File: config.mk
export PLATFORM = sky130hd
export DESIGN_NAME = mult_div
export DESIGN_NICKNAME = d
export VERILOG_FILES = /design/src/rtl/mult_div_pkg.sv /design/src/rtl/mult_div.sv
export SDC_FILE = /design/constraint.sdc
export NUM_CORES = 1
export LEC_CHECK = 0
export CORE_ASPECT_RATIO = 0.6
export CORE_MARGIN = 4
export CORE_UTILIZATION = 45
export CTS_CLUSTER_DIAMETER = 120
export DETAILED_ROUTE_END_ITERATION = 7
export GPL_TIMING_DRIVEN = 0
export PLACE_DENSITY = 0.65
export SLEW_MARGIN = 20
export SYNTH_ARGS = -nofsm -noshare
export SYNTH_HDL_FRONTEND = slang
export SYNTH_SLANG_ARGS = --single-unit
export TNS_END_PERCENT = 10
File: constraint.sdc
create_clock -name clock -period 4.7 [get_ports clock]
set_input_delay 0.47 -clock clock [delete_from_list [all_inputs] [get_ports clock]]
set_output_delay 0.47 -clock clock [all_outputs]
set_load 0.02 [all_outputs]
File: src/rtl/mult_div_pkg.sv
// mult_div_pkg: shared operation and FSM encodings
// for the iterative multiply/divide unit.
package mult_div_pkg;

   typedef enum logic [1:0] {
      OP_MULT  = 2'b00,
      OP_MULTU = 2'b01,
      OP_DIV   = 2'b10,
      OP_DIVU  = 2'b11
   } md_op_e;

   typedef enum logic [1:0] {
      S_IDLE = 2'b00,
      S_RUN  = 2'b01,
      S_FIX  = 2'b10
   } md_state_e;

   function automatic logic op_is_div(logic [1:0] o);
      return (o == OP_DIV) || (o == OP_DIVU);
   endfunction

   function automatic logic op_is_signed(logic [1:0] o);
      return (o == OP_MULT) || (o == OP_DIV);
   endfunction

endpackage

File: src/rtl/mult_div.sv
// mult_div: iterative shift-add multiplier and restoring
// divider sharing one 2*WIDTH+1 bit working register.
module mult_div
   import mult_div_pkg::*;
#(
   parameter int WIDTH = 32
) (
   input  logic             clock,
   input  logic             reset,
   input  logic             start,
   input  logic [1:0]       op,
   input  logic [WIDTH-1:0] a,
   input  logic [WIDTH-1:0] b,
   output logic             busy,
   output logic             done,
   output logic [WIDTH-1:0] hi,
   output logic [WIDTH-1:0] lo,
   output logic             div_zero
);

   localparam int CW = $clog2(WIDTH);
   localparam int W2 = 2 * WIDTH;

   md_state_e state, state_nxt;

   logic [W2:0]      work;
   logic [WIDTH-1:0] opnd;
   logic [CW-1:0]    count;
   logic             div_q;
   logic             neg_q;
   logic             neg_r;
   logic             dz_q;

   logic             accept;
   logic             finish;
   logic             sgn_in;
   logic             div_in;
   logic             dz_in;
   logic [WIDTH-1:0] a_mag;
   logic [WIDTH-1:0] b_mag;

   logic [WIDTH:0]   mul_sum;
   logic [W2:0]      mul_next;
   logic [W2:0]      div_sh;
   logic             div_ge;
   logic [WIDTH:0]   div_rem;
   logic [W2:0]      div_next;
   logic [W2:0]      step_next;

   logic [W2-1:0]    prod_fix;
   logic [WIDTH-1:0] quo_fix;
   logic [WIDTH-1:0] rem_fix;

   assign busy = (state != S_IDLE);

   // Decode the request and take operand magnitudes.
   always_comb begin
      sgn_in = op_is_signed(op);
      div_in = op_is_div(op);
      dz_in  = div_in && (b == '0);
      a_mag  = (sgn_in && a[WIDTH-1]) ? -a : a;
      b_mag  = (sgn_in && b[WIDTH-1]) ? -b : b;
   end

   // One multiply or divide iteration on the working register.
   always_comb begin
      mul_sum  = {work[W2], work[W2-1:WIDTH]}
               + (work[0] ? {1'b0, opnd} : '0);
      mul_next = {1'b0, mul_sum, work[WIDTH-1:1]};
      div_sh   = {work[W2-1:0], 1'b0};
      div_ge   = (div_sh[W2:WIDTH] >= {1'b0, opnd});
      div_rem  = div_sh[W2:WIDTH] - {1'b0, opnd};
      div_next = div_ge
               ? {div_rem, div_sh[WIDTH-1:1], 1'b1}
               : div_sh;
      step_next = div_q ? div_next : mul_next;
   end

   // Sign correction of the unsigned magnitude results.
   always_comb begin
      prod_fix = neg_q ? -work[W2-1:0] : work[W2-1:0];
      quo_fix  = neg_q ? -work[WIDTH-1:0]
                       : work[WIDTH-1:0];
      rem_fix  = neg_r ? -work[W2-1:WIDTH]
                       : work[W2-1:WIDTH];
   end

   // FSM state register.
   always_ff @(posedge clock) begin
      if (!reset)
         state <= S_IDLE;
      else
         state <= state_nxt;
   end

   // FSM next-state and control strobes.
   always_comb begin
      state_nxt = state;
      accept    = 1'b0;
      finish    = 1'b0;
      unique case (state)
         S_IDLE: begin
            if (start) begin
               accept    = 1'b1;
               state_nxt = dz_in ? S_FIX : S_RUN;
            end
         end
         S_RUN: begin
            if (count == CW'(WIDTH - 1))
               state_nxt = S_FIX;
         end
         S_FIX: begin
            finish    = 1'b1;
            state_nxt = S_IDLE;
         end
         default: state_nxt = S_IDLE;
      endcase
   end

   // Working registers: load on accept, iterate in RUN.
   always_ff @(posedge clock) begin
      if (!reset) begin
         work  <= '0;
         opnd  <= '0;
         count <= '0;
         div_q <= 1'b0;
         neg_q <= 1'b0;
         neg_r <= 1'b0;
         dz_q  <= 1'b0;
      end else if (accept) begin
         work  <= {{(WIDTH+1){1'b0}},
                   div_in ? a_mag : b_mag};
         opnd  <= div_in ? b_mag : a_mag;
         count <= '0;
         div_q <= div_in;
         neg_q <= sgn_in && (a[WIDTH-1] ^ b[WIDTH-1]);
         neg_r <= sgn_in && div_in && a[WIDTH-1];
         dz_q  <= dz_in;
      end else if (state == S_RUN) begin
         work  <= step_next;
         count <= count + CW'(1);
      end
   end

   // Result registers, written only on completion.
   always_ff @(posedge clock) begin
      if (!reset) begin
         done     <= 1'b0;
         hi       <= '0;
         lo       <= '0;
         div_zero <= 1'b0;
      end else begin
         done <= finish;
         if (finish) begin
            if (dz_q) begin
               div_zero <= 1'b1;
            end else begin
               div_zero <= 1'b0;
               if (div_q) begin
                  hi <= rem_fix;
                  lo <= quo_fix;
               end else begin
                  hi <= prod_fix[W2-1:WIDTH];
                  lo <= prod_fix[WIDTH-1:0];
               end
            end
         end
      end
   end

endmodule
# Word-level counts from Yosys, hierarchy flattened
# Index checks and enable logic that the tools add are counted.
classes:
  n_addsub: 8
  order_cmp: 1
  eq_ne: 7
  muxes: 22
  bitwise: 3
  n_reduce_logical: 16
op_table:
  columns: ["cell", "n"]
  rows:
  - ["$mux 32", 11]
  - ["$mux 65", 2]
  - ["$neg 32->32", 4]
  - ["$mux 64", 1]
  - ["$neg 64->64", 1]
  - ["$add 33x32->33", 1]
  - ["$ge 33x32->1", 1]
  - ["$sub 33x32->33", 1]
  - ["$logic_not 32->1", 1]
  - ["$eq 2x2->1 const B", 3]
  - ["$logic_and 1x1->1", 6]
  - ["$mux 2", 3]
  - ["$add 5x1->5 const B", 1]
  - ["$eq 5x5->1 const B", 1]
  - ["$logic_not 2->1", 2]
  - ["$mux 1", 4]
  - ["$ne 2x2->1 const B", 2]
  - ["$pmux 2 s2", 1]
  - ["$reduce_and 2->1", 2]
  - ["$reduce_bool 2->1", 2]
  - ["$eq 2x1->1 const B", 1]
  - ["$logic_or 1x1->1", 2]
  - ["$not 1->1", 2]
  - ["$reduce_or 2->1", 1]
  - ["$xor 1x1->1", 1]
totals:
  regBits: 174
  output_inout_bits: 67

# Depth between registers and ports, before layout
logic_depth:
  depth_word: 6
  mapped_depth: 14
  depth_no_buf: 12

# Least setup slack after synthesis
# Ideal clock, no wire load.
synth_path:
  kind: "register -> register"
  start: "reg work[0]"
  end: "reg work[55]"
  setup_time_ps: 71
  arrival_time_ps: 3499
  required_ps: 4629
  path_slack_ps: 1131
  stages_incl_launch_ff: 13
  cell_sequence: "dfxtp_1 > and2_1 > ha_1 > fa_1 > a211o_1 > a2111oi_0 > o21a_1 > o211ai_1 > o41ai_1 > xnor2_1 > nor2_1 > or4_1 > a21oi_1"
synth_between:
  elab_chain_cells: 3
synth_lines:
  columns: ["element", "line_no", "text"]
  rows:
  - ["start: declaration", "mult_div.sv:26", "logic [W2:0] work;"]
  - ["start signal: assignment", "mult_div.sv:131", "work <= {{(WIDTH+1){1'b0}},"]
  - ["start signal: assignment", "mult_div.sv:140", "work <= step_next;"]
  - ["$mux 32", "mult_div.sv:68", "+ (work[0] ? {1'b0, opnd} : '0);"]
  - ["$add 33x32->33", "mult_div.sv:68", null]
  - ["$mux 65", "mult_div.sv:76", "step_next = div_q ? div_next : mul_next;"]
# No other way between the ends.
# A chain may end at the register's enable or synchronous reset.

# Worst setup path after layout
# Same ends and word-level chain as after synthesis.

==> results.md <==
- Setup ws final: -0.0666 ns
- Slew headroom: 24.2%
- Tcrit/Tclk final: 101%
- Dpl cells: 2,543
- Total Routing Usage GR: between 30% and 40%
- Worst Tran Pin Value: 1.11 ns
- Post-synth cell types: 79
- Multi-input gate area: roughly 10,000 um2
- Initial antenna violation count: 5
- Max cap viols: 0
- P_leak: between 6 and 7 nW
- Row cnt: 50
- Top sig layer: met5
- Clock tree buffer depth: 2
- EDFF count, synth: 0
- CTS Root Cell: clkbuf_16
- Synthesized area per cell: 7.27 um2
- Met3 WL: between 9 and 10 mm
- Sequential fraction of the synthesis area: roughly 24%
- Die width: approximately 240 um
- Critical path class: reg -> reg
- Clock transition at the registers of the reported paths: around 0.080 ns
- Net Sw Frac: 40.6%
- YS warnings: 0
- CP Capture Type: flip-flop
- Clock sinks: between 150 and 200
- Post-route clock skew: 0.0125 ns
- 1st-iter DRT viols: 2,338
- Type of the worst min-delay path: reg -> reg
- RSZ-0062 raised after global routing: yes
- DR WL/cell: 23.9 um
- Cell Int Power: just under 0.003 W
- # port buffers: 134
- Synth Instances: 1,993
- Critical Path End: work[55]$_SDFFE_PP0P_
- Cts bufs inserted: 17
- First-pass GRT wire length: 90.5 mm
- Synth Flop Type: dfxtp_1
- Reg2Reg Setup Slack: -0.07 ns
- CTS H-tree lvls: 4
- Outcome: finished with violations
- Final setup viols: 1
- Initial Util: between 40% and 50%
- Hold slack: 0.456 ns
- Worst ir drop on vdd: 359 uV
- Via count: 16,100
- Most common cell after layout, fill and taps aside: nor2_1
- CTS tree: built
- WP data required: 5.08 ns
- Routed Antenna Nets: 0
- CP startpoint: work[0]$_SDFFE_PN0P_
- Vias in the first global route: approximately 14,000
- Clk network pwr share: ~30%
- Core ar.: 31,500 um2
- Logic gate share of total power: a little under two fifths
- Routed wire length: 61.5 mm
- Post-CTS Hold Buffers: 0
- Minimum clock period: 4.77 ns
- Reg-to-reg critical path endpoint: work[55]$_SDFFE_PP0P_
- Post-synth net total: ~2,100
- Ports: 136
- Met1 WL: 28.9 mm
- Gr ovfl total: 0
- Post-synth ARST share: 0%
- Fin. Hold Viols: 0
- Sequential Power Share: 33.7%
- Arr. time, crit path: 5.15 ns
- Vias per cell: 6.24
- Most frequent cells in the layout: 225 x nor2_1, 222 x a21oi_1, 198 x nand2_1
- Number of post-CTS setup repair buffers: 0
- DR pass1 iterations: 5
- Share of cells above drive strength 1: 4.31%
- Reg2Reg Launch Point: work[0]$_SDFFE_PN0P_
- Fmax: 0.210 GHz
- Synth Cell Area: roughly 14,000 um2
- Net Switching: between 0.0015 and 0.002 W
- Failing checks: negative setup slack
- DIE AREA: 35,200 um2
- Slew Limit Fails: 0
- FF+latch count, synth: 174
- ANT cells: 0
- Area Overhead vs Synth: 16.9%
- RePlAce Congestion: roughly 1.1
- CP startpoint kind: flip-flop
- Die H: between 100 and 150 um
- Largest net degree at the start of global routing: 19
- Pwr dens: around 290 nW/um2
- Clock Latency Late Sink: ~0.46 ns
- Final nets: 2,287
- Met2 WL post-DR: around 22 mm
- Fill cell count: 3,088
- Dpl hpwl: 49.8 mm
- R2R depth: 13
- Final Instance Count excl. Fillers: about 2,600
- FF/Latch Area: approximately 3500 um2
- DRC errors left: 0
- Crit path max fanout: 10
- PostCTS Resize Cnt: 2
-- how the worst min path moves through the flow --
stage | endpoint | cells past startpoint | from | slack [ns]
floorplan | opnd[10]$_SDFFE_PN0P_ | 2 | opnd[10]$_SDFFE_PN0P_ | 0.43
global placement | hi[29]$_SDFFE_PN0P_ | 2 | hi[29]$_SDFFE_PN0P_ | 0.44
detailed placement | hi[20]$_SDFFE_PN0P_ | 2 | hi[20]$_SDFFE_PN0P_ | 0.45
CTS | hi[20]$_SDFFE_PN0P_ | 2 | hi[20]$_SDFFE_PN0P_ | 0.46
global route | hi[26]$_SDFFE_PN0P_ | 2 | hi[26]$_SDFFE_PN0P_ | 0.47
finish | hi[20]$_SDFFE_PN0P_ | 2 | hi[20]$_SDFFE_PN0P_ | 0.46
-- layer usage --
metal,track usage [%],vias up
li1,-,7500
met4,6.90,8
met3,12.8,95
met5,1.24,-
met2,42.2,922
met1,52.8,7549
-- final cells by class --
| cell class | instances | share of cell area [%] |
|---|---|---|
| Clock inverter | 15 | 0.901 |
| Tap cell | 416 | 3.07 |
| Inverter | 71 | 1.57 |
| Sequential cell | 174 | 20.6 |
| Timing Repair Buffer | 134 | 7.92 |
| Clock buffer | 17 | 2.51 |
| Multi-Input combinational cell | 1620 | 60.4 |
| Buffer | 128 | 3.03 |
-- worst max-delay path, stage by stage, from the launching register on --
cell and delay (ns):
dfxtp_1 0.44, inv_1 0.24, clkbuf_1 0.47, nor2_1 0.10
ha_1 0.35, o21a_1 0.26, a2111oi_1 0.75, o21a_1 0.33
o211ai_1 0.25, o41ai_2 0.45, xnor2_1 0.30, nor2_1 0.06
or4_1 0.52, a21oi_1 0.15
-- flip-flops by register name, summed over array words and instances (netlist names) --
signal	flops
count	5
div_q	1
div_zero	1
done	1
dz_q	1
hi	32
lo	32
neg_q	1
neg_r	1
opnd	32
state	2
work	65
-- synth_stat cells, types with 10 or more instances --
cell type | count | share of area (%)
nor4_1 | 16 | 0.69
a31oi_1 | 21 | 0.91
nor2_1 | 225 | 5.8
o211ai_1 | 50 | 2.6
and2_1 | 15 | 0.65
nand2b_1 | 22 | 0.95
buf_1 | 10 | 0.26
o21ai_0 | 138 | 4.8
nand2_1 | 198 | 5.1
a21oi_1 | 222 | 7.7
or3_1 | 21 | 0.91
nor2b_1 | 17 | 0.73
o41ai_1 | 14 | 0.85
dfxtp_1 | 174 | 24
nand3_1 | 39 | 1.3
clkbuf_1 | 107 | 2.8
or2_2 | 10 | 0.43
mux2i_1 | 53 | 3.7
ha_1 | 70 | 6.0
or4_1 | 16 | 0.83
o31ai_1 | 24 | 1.2
mux2_2 | 11 | 0.86
inv_1 | 69 | 1.8
o21a_1 | 20 | 1.0
xor2_1 | 80 | 4.8
o22ai_1 | 21 | 0.91
a211oi_1 | 50 | 2.6
nor3_1 | 41 | 1.4
a21o_1 | 17 | 0.88
xnor2_1 | 92 | 5.6
-- logic make-up after synthesis --
kind of cell | after synthesis | share of synthesized area [%]
flops | 174 | 24.0
buf+inv | 199 | 5.37
fa+ha+maj | 72 | 6.32
mux | 64 | 4.52
xor+xnor | 172 | 10.4
compound gates | 647 | 27.6
simple gates | 665 | 21.7
-- power groups by stage --
stage	Combinational (W)	Sequential [W]	Clock, W
after global placement	0.00171	0.00167	0
after global routing	0.00192	0.00165	0.00150
after detailed placement	0.00171	0.00167	0
final	0.00180	0.00165	0.00144
after CTS	0.00172	0.00164	0.00144
after floorplan	0.00118	0.00162	0
-- through the flow --
step	total power (W)	setup slack [ns]	TNS, ns	instance area (um2)	utilization (%)
after floorplan	0.00281	1.13	0	14500	-
after global routing	0.00507	-0.140	-0.140	16900	53.8
after CTS	0.00480	0.160	0	16900	53.8
after global placement	0.00338	-0.215	-0.215	16300	52.0
after detailed placement	0.00339	-0.166	-0.166	16300	52.0
final	0.00489	-0.0666	-0.0666	16900	53.8
Power figures use the tool's default switching activity.
